## config.mk

```make
export PLATFORM = sky130hd
export DESIGN_NAME = mem_port_arbiter
export DESIGN_NICKNAME = d
export VERILOG_FILES = /design/src/rtl/mem_port_arbiter.sv
export SDC_FILE = /design/constraint.sdc
export NUM_CORES = 1
export LEC_CHECK = 0
export BUFFER_PORTS_ARGS = -buffer_cell sky130_fd_sc_hd__buf_2
export CAP_MARGIN = 20
export CORE_ASPECT_RATIO = 0.8
export CORE_MARGIN = 5
export CORE_UTILIZATION = 25
export CTS_CLUSTER_DIAMETER = 50
export DETAILED_ROUTE_END_ITERATION = 6
export GPL_ROUTABILITY_DRIVEN = 0
export SYNTH_ARGS = -nofsm -noshare
export SYNTH_HDL_FRONTEND = slang
export SYNTH_SLANG_ARGS = --single-unit
```

## constraint.sdc

```tcl
create_clock -name clk -period 4.8 [get_ports clk]
set_clock_uncertainty 0.1 [all_clocks]
set_input_delay 0.96 -clock clk [delete_from_list [all_inputs] [get_ports clk]]
set_output_delay 0.96 -clock clk [all_outputs]
set_load 0.03 [all_outputs]
```

## src/rtl/mem_port_arbiter.sv

```systemverilog
// rtl/mem_port_arbiter.sv - fetch/data arbiter for a shared single-port memory
module mem_port_arbiter #(
  parameter int ADDR_W     = 32,
  parameter int DATA_W     = 32,
  parameter int STARVE_MAX = 4
) (
  input  logic              clk,
  input  logic              reset,
  input  logic              if_req,
  input  logic [ADDR_W-1:0] if_addr,
  output logic [DATA_W-1:0] if_rdata,
  output logic              if_ready,
  input  logic              d_req,
  input  logic              d_we,
  input  logic [ADDR_W-1:0] d_addr,
  input  logic [DATA_W-1:0] d_wdata,
  output logic [DATA_W-1:0] d_rdata,
  output logic              d_ready,
  output logic              if_stall,
  output logic              d_stall,
  output logic              mem_en,
  output logic              mem_we,
  output logic [ADDR_W-1:0] mem_addr,
  output logic [DATA_W-1:0] mem_wdata,
  input  logic [DATA_W-1:0] mem_rdata,
  input  logic              mem_ack,
  output logic [1:0]        owner
);

  localparam int CNT_W = (STARVE_MAX < 1) ? 1 : $clog2(STARVE_MAX + 1);
  localparam logic [CNT_W-1:0] STARVE_LIM = CNT_W'(STARVE_MAX);

  typedef enum logic [2:0] {IDLE, G_I, G_D, R_I, R_D} state_t;

  state_t           state, state_nxt;
  logic [CNT_W-1:0] starve_cnt, starve_nxt;
  logic             arb, f_elig, d_elig, grant_i, grant_d;

  // The port that just completed sits out one arbitration round.
  always_comb begin
    arb     = (state == IDLE) || (state == R_I) || (state == R_D);
    f_elig  = arb && if_req && (state != R_I);
    d_elig  = arb && d_req && (state != R_D);
    grant_d = d_elig && (!f_elig || (starve_cnt != STARVE_LIM));
    grant_i = f_elig && !grant_d;
  end

  always_comb begin
    state_nxt = state;
    case (state)
      IDLE, R_I, R_D: begin
        if (grant_d)      state_nxt = G_D;
        else if (grant_i) state_nxt = G_I;
        else              state_nxt = IDLE;
      end
      G_I:     if (mem_ack) state_nxt = R_I;
      G_D:     if (mem_ack) state_nxt = R_D;
      default: state_nxt = IDLE;
    endcase
  end

  always_comb begin
    starve_nxt = starve_cnt;
    if (!if_req || grant_i)
      starve_nxt = '0;
    else if (grant_d && (starve_cnt != STARVE_LIM))
      starve_nxt = starve_cnt + CNT_W'(1);
  end

  always_ff @(posedge clk) begin
    if (reset) begin
      state      <= IDLE;
      starve_cnt <= '0;
      mem_we     <= 1'b0;
      mem_addr   <= '0;
      mem_wdata  <= '0;
      if_rdata   <= '0;
      d_rdata    <= '0;
    end else begin
      state      <= state_nxt;
      starve_cnt <= starve_nxt;
      if (grant_d) begin
        mem_addr  <= d_addr;
        mem_we    <= d_we;
        mem_wdata <= d_wdata;
      end else if (grant_i) begin
        mem_addr  <= if_addr;
        mem_we    <= 1'b0;
        mem_wdata <= '0;
      end
      if ((state == G_I) && mem_ack)
        if_rdata <= mem_rdata;
      if ((state == G_D) && mem_ack && !mem_we)
        d_rdata <= mem_rdata;
    end
  end

  assign mem_en   = (state == G_I) || (state == G_D);
  assign if_ready = (state == R_I);
  assign d_ready  = (state == R_D);
  assign if_stall = if_req && !if_ready;
  assign d_stall  = d_req && !d_ready;
  assign owner    = (state == G_I) ? 2'b01 : (state == G_D) ? 2'b10 : 2'b00;

endmodule
```

# ---- After elaboration in Yosys (flattened, before gate mapping)
# Cells that the tools add are included.
dict set report op_classes {
  eq_ne 9
  div 0
  muxes 13
  n_lt_le_gt_ge 0
  reduce_logical 28
  bitwise_logic 0
  multipliers 0
  add_sub_neg 1
  shifts 0
}
# cell count
set ops {}
lappend ops {{32-bit two-way mux} 4}
lappend ops {{1-bit logical AND} 12}
lappend ops {{3-bit case mux with 3 select lines} 1}
lappend ops {{3-bit by 2-bit equality test with 1-bit output, second input constant} 2}
lappend ops {{1-bit logical NOT} 6}
lappend ops {{2-bit two-way mux} 3}
lappend ops {{3-bit two-way mux} 2}
lappend ops {{3-bit inequality test, second input constant} 2}
lappend ops {{1-bit logical OR} 5}
lappend ops {{2-bit inequality test, second input constant} 2}
lappend ops {{3-bit by 1-bit adder with 3-bit output, second input constant} 1}
lappend ops {{3-bit by 1-bit equality test with 1-bit output, second input constant} 1}
lappend ops {{3-bit equality test, second input constant} 1}
lappend ops {{3-bit logical NOT} 1}
lappend ops {{1-bit two-way mux} 3}
lappend ops {{3-bit by 2-bit inequality test with 1-bit output, second input constant} 1}
lappend ops {{3-bit OR reduction} 1}
lappend ops {{2-bit AND reduction} 1}
lappend ops {{2-bit nonzero test} 1}
lappend ops {{2-bit OR reduction} 1}
dict set report totals {
  ramBits 0
  rom_bits 0
  out_inout_bits 136
  wordCells 58
  latch_bits 0
  n_memories 0
  regBits 135
  inputBits 134
}

# ---- Depth between registers and ports, before layout
dict set report logic_depth {
  ltp_word 13
  ltp_mapped 7
  depth_no_buf 5
}

# ---- Worst setup path after synthesis
# Ideal clock, no wire load.
dict set report synth_timing {
  path_kind {reg2out}
  start {register state[1]}
  end {output port mem_en}
  arrival_time_ns 1.791
  slack_ns 1.949
  n_path_buf 2
  path_stages_with_launch 5
  t_required_ns 3.740
  cell_sequence {dfxtp_1 -> buf_4 -> buf_2 -> nor3b_1 -> or2_2}
}
dict set report synth_between {
  elab_chain_len 2
  elab_cells_between_ends 3
  cone_classes {eq/ne (2); reduce/logical (1)}
}
# item line
set synth_rtl {}
lappend synth_rtl {{start, declared} 35} ;# state_t state, state_nxt;
lappend synth_rtl {{start signal, assigned} 80} ;# state <= state_nxt;
lappend synth_rtl {{3-bit by 1-bit equality test with 1-bit output or 3-bit by 2-bit equality test with 1-bit output (tied branches)} 98} ;# assign mem_en = (state == G_I) || (state == G_D);
lappend synth_rtl {{1-bit logical OR (*)} 98}
lappend synth_rtl {{end, declared} 21} ;# output logic mem_en,
# Every way passes the cells marked *; elsewhere a longest branch is shown, timed or not.

# ---- Worst setup path in the final report
dict set report layout_timing {
  start {register state[0]}
  end {output port mem_en}
}
# Same word-level chain as after synthesis.

==> implementation parameters <==
Parameter                              Value

Hold path
  Worst hold path type    reg -> reg
  Hold endpoint    if_rdata[14]
  Hold Startpoint    if_rdata[14]
  Number of stages on the worst hold path    2

Power
  Ratio of total power to cell area    431.6 nW/um^2
  Leak    3.368 nW
  Maximum resistive drop on vdd    212.5 uV
  Power after layout    3.649 mW

Critical path
  CP Buf/Inv Count    1
  Cell family with the largest share of critical-path delay    flip-flops
  R2r endpoint    mem_addr[7]
  Critical Path RT    3.74 ns
  Nature of the critical path startpoint    flop
  Cell chain of the critical path    nor3b_1, or2_2, buf_2
  Type of the worst setup path    reg -> out
  Reg-to-reg critical path startpoint    state[1]
  R2r setup slk    1.95 ns
  Number of cells on the worst reg-to-reg path    4
  Endpoint class of the critical path    primary output
  Longest individual stage delay on the worst path    0.88 ns
  Slowest cell on crit path    sky130_fd_sc_hd__dfxtp_1
  Worst-path maximum fanout    18
  Critical path data arrival time    2.17 ns

Clocking
  Total clock sinks    135
  Post-CTS Repair Setup Buffers    0
  Deepest clock path buffer count    2
  Root Buffer Master    sky130_fd_sc_hd__clkbuf_16
  Hold bufs inserted after CTS    0
  # resized after CTS    0
  Clock tree from TritonCTS    built
  Skew-Pair Late Insertion Delay    0.42 ns
  CTS H-tree depth    4
  Register clock-pin slew on the reported worst setup and hold paths    0.06 ns
  Num CTS Buffers    17

Timing
  Clock period minus worst slack    3.234 ns
  Final hold violation count    0
  Slew headroom    31.32%
  Maximum frequency from static timing analysis    0.3092 GHz
  Final setup TNS    0 ns
  Transition at the pin with the smallest max-transition slack    1.030 ns
  Setup repair after global routing missed its margin    false
  Final period util    67.38%
  Final number of setup-violating endpoints    0
  Final max-slew violation count    0

Routing
  Final routed wirelength across all metal layers    23.43 mm
  Via count    6441
  Detailed-router iteration count before antenna repair    4
  Starting DRC count in detailed routing    370
  Antenna viol nets, final    0
  Drt drc    0
  Average detailed-routed wire length per instance    18.71 um
  Average via count per standard cell    5.145

Outcome
  Outcome    finished, final reports clean

Synth
  Post-synthesis net count    842
  Cell type with the highest aggregate area in the netlist    sky130_fd_sc_hd__dfxtp_1
  Sequential-to-total area share from yosys stat    42.88%
  Cell with the most instances after synthesis    sky130_fd_sc_hd__dfxtp_1
  Most frequently used flop master after synthesis    sky130_fd_sc_hd__dfxtp_1
  Commonest cells in the netlist    sky130_fd_sc_hd__dfxtp_1 (135), sky130_fd_sc_hd__o211ai_1 (100), sky130_fd_sc_hd__a21oi_1 (99)
  Netlist cell types    43
  Flip-flop and latch count after synthesis    135
  Post-synth design cell area    6302 um^2
  Gate count of the mapped netlist    706
  Largest cells by area after synthesis    sky130_fd_sc_hd__dfxtp_1 (43%), sky130_fd_sc_hd__o211ai_1 (12%), sky130_fd_sc_hd__a21oi_1 (7.9%), sky130_fd_sc_hd__o211ai_2 (6.0%), sky130_fd_sc_hd__a311oi_1 (4.4%)
  Number of enable flip-flop cells after synthesis    0
  Ys async rst share    0%
  Ys Warns    0
  Share of the synthesized area in the top cell type    42.88%
  Mapped Avg Cell Area    8.927 um^2

Global routing
  Overall overflow remaining after global route    0
  Vias in the first global route    6409
  Maximum number of pins on one net before global-route repair    72
  Wire length of the first global-routing pass    36.75 mm
  Global-route total usage across every layer    15.80%
  Number of antenna violations at the first check in global routing    0

Floorplanning
  Height of the die    152.0 um
  Std cell rows    52
  Core ar.    25050 um^2
  Initial Utilization    25.16%
  Number of top-level design ports    270
  Width of the die    187.5 um
  Area of the die    28500 um^2

Flow run
  # Max-Cap Violations    0

Final layout
  Ratio of cells with drive above 1 in the final layout    39.01%
  Net count reported at finish    1052
  Area growth from synthesis to layout    34.17%
  Final instance count without filler cells    1252
  Antenna fix cells    0
  Number of fill cells in the layout    2630

Place
  DP Wirelength    15.06 mm
  Number of input and output port buffers inserted    269
  Placed cell count    1218
[flip-flops by register name, summed over array words and instances (netlist names)]
register and count:
mem_wdata 32, starve_cnt 3, mem_we 1, mem_addr 32, state 3, if_rdata 32
d_rdata 32
[placed cells by master, fill, tap and decap left out, types with 2 or more instances in the layout]
master	synthesis	routed
sky130_fd_sc_hd__nand2b_1	2	2
sky130_fd_sc_hd__nand4_1	4	4
sky130_fd_sc_hd__ha_1	2	2
sky130_fd_sc_hd__o21ai_0	31	31
sky130_fd_sc_hd__nor2_1	3	3
sky130_fd_sc_hd__clkbuf_8	0	2
sky130_fd_sc_hd__nand3_1	32	32
sky130_fd_sc_hd__bufinv_16	0	4
sky130_fd_sc_hd__clkinvlp_4	0	3
sky130_fd_sc_hd__nor2b_1	4	3
sky130_fd_sc_hd__dfxtp_1	135	135
sky130_fd_sc_hd__buf_16	0	2
sky130_fd_sc_hd__o311ai_0	3	3
sky130_fd_sc_hd__buf_4	9	17
sky130_fd_sc_hd__a311oi_1	32	32
sky130_fd_sc_hd__nand2_1	66	66
sky130_fd_sc_hd__or2_2	2	2
sky130_fd_sc_hd__a21oi_1	99	99
sky130_fd_sc_hd__o211ai_2	30	30
sky130_fd_sc_hd__inv_1	5	5
sky130_fd_sc_hd__buf_2	36	268
sky130_fd_sc_hd__nor3b_1	3	3
sky130_fd_sc_hd__a211oi_1	32	32
sky130_fd_sc_hd__nand4bb_1	2	2
sky130_fd_sc_hd__clkinv_4	0	3
sky130_fd_sc_hd__clkbuf_16	0	17
sky130_fd_sc_hd__o211ai_1	100	100
sky130_fd_sc_hd__nor4bb_1	3	2
[power by group]
part	total [mW]	internal, mW	switching (mW)
combinational	0.933	0.298	0.634
sequential	1.29	1.22	0.0725
clock	1.42	0.897	0.525
total	3.65	2.42	1.23
[per-stage QoR]
stage / util [%] / worst slack, ns / hold WS, ns / area [um^2]
finish: 33.76 / 1.566 / 0.3501 / 8456
global route: 33.76 / 1.376 / 0.3715 / 8456
CTS: 33.46 / 1.499 / 0.3526 / 8381
detailed placement: 30.94 / 1.859 / 0.3446 / 7750
global placement: 30.94 / 1.868 / 0.3397 / 7750
floorplan: - / 1.949 / 0.3838 / 6302
[layer usage]
layer	share of wire, %	global-route usage, %	vias to the layer above
met5	0	0	-
met4	1.0	4.298	0
met3	8.1	5.505	19
met2	47	25.23	262
met1	44	20.41	3050
li1	-	-	3110
[cell type report]
class,count,area (um^2),area share (%)
tap,324,405.4,4.794
clock inverter,11,173.9,2.057
timing repair buffer,288,1544,18.26
multi-input combinational,469,3154,37.30
sequential,135,2703,31.96
clock buffer,20,456.7,5.401
inverter,5,18.77,0.2220
[logic make-up after synthesis]
kind of cell | count (synthesis) | synth area share, %
simple gates | 130 | 10.36
xor+xnor | 2 | 0.5163
fa+ha+maj | 2 | 0.3970
compound gates | 334 | 37.86
flops | 135 | 42.88
buf+inv | 102 | 7.822
mux | 1 | 0.1588
[how the worst max path moves through the flow]
| stage | startpoint | end | slack (ns) | cells after the start |
|---|---|---|---|---|
| after floorplan | state[1] | mem_en | 1.95 | 4 |
| after global placement | d_req | mem_addr[0] | 1.87 | 4 |
| after detailed placement | d_req | mem_addr[0] | 1.86 | 4 |
| after CTS | state[0] | mem_en | 1.50 | 3 |
| after global routing | state[0] | mem_en | 1.38 | 3 |
| final | state[0] | mem_en | 1.57 | 3 |
[tightest hold or removal path: stages, from the launching register on]
cell and delay, ns:
sky130_fd_sc_hd__dfxtp_1 0.30, sky130_fd_sc_hd__nand2_1 0.05, sky130_fd_sc_hd__a21oi_1 0.05
(Power assumes the default switching activity.)
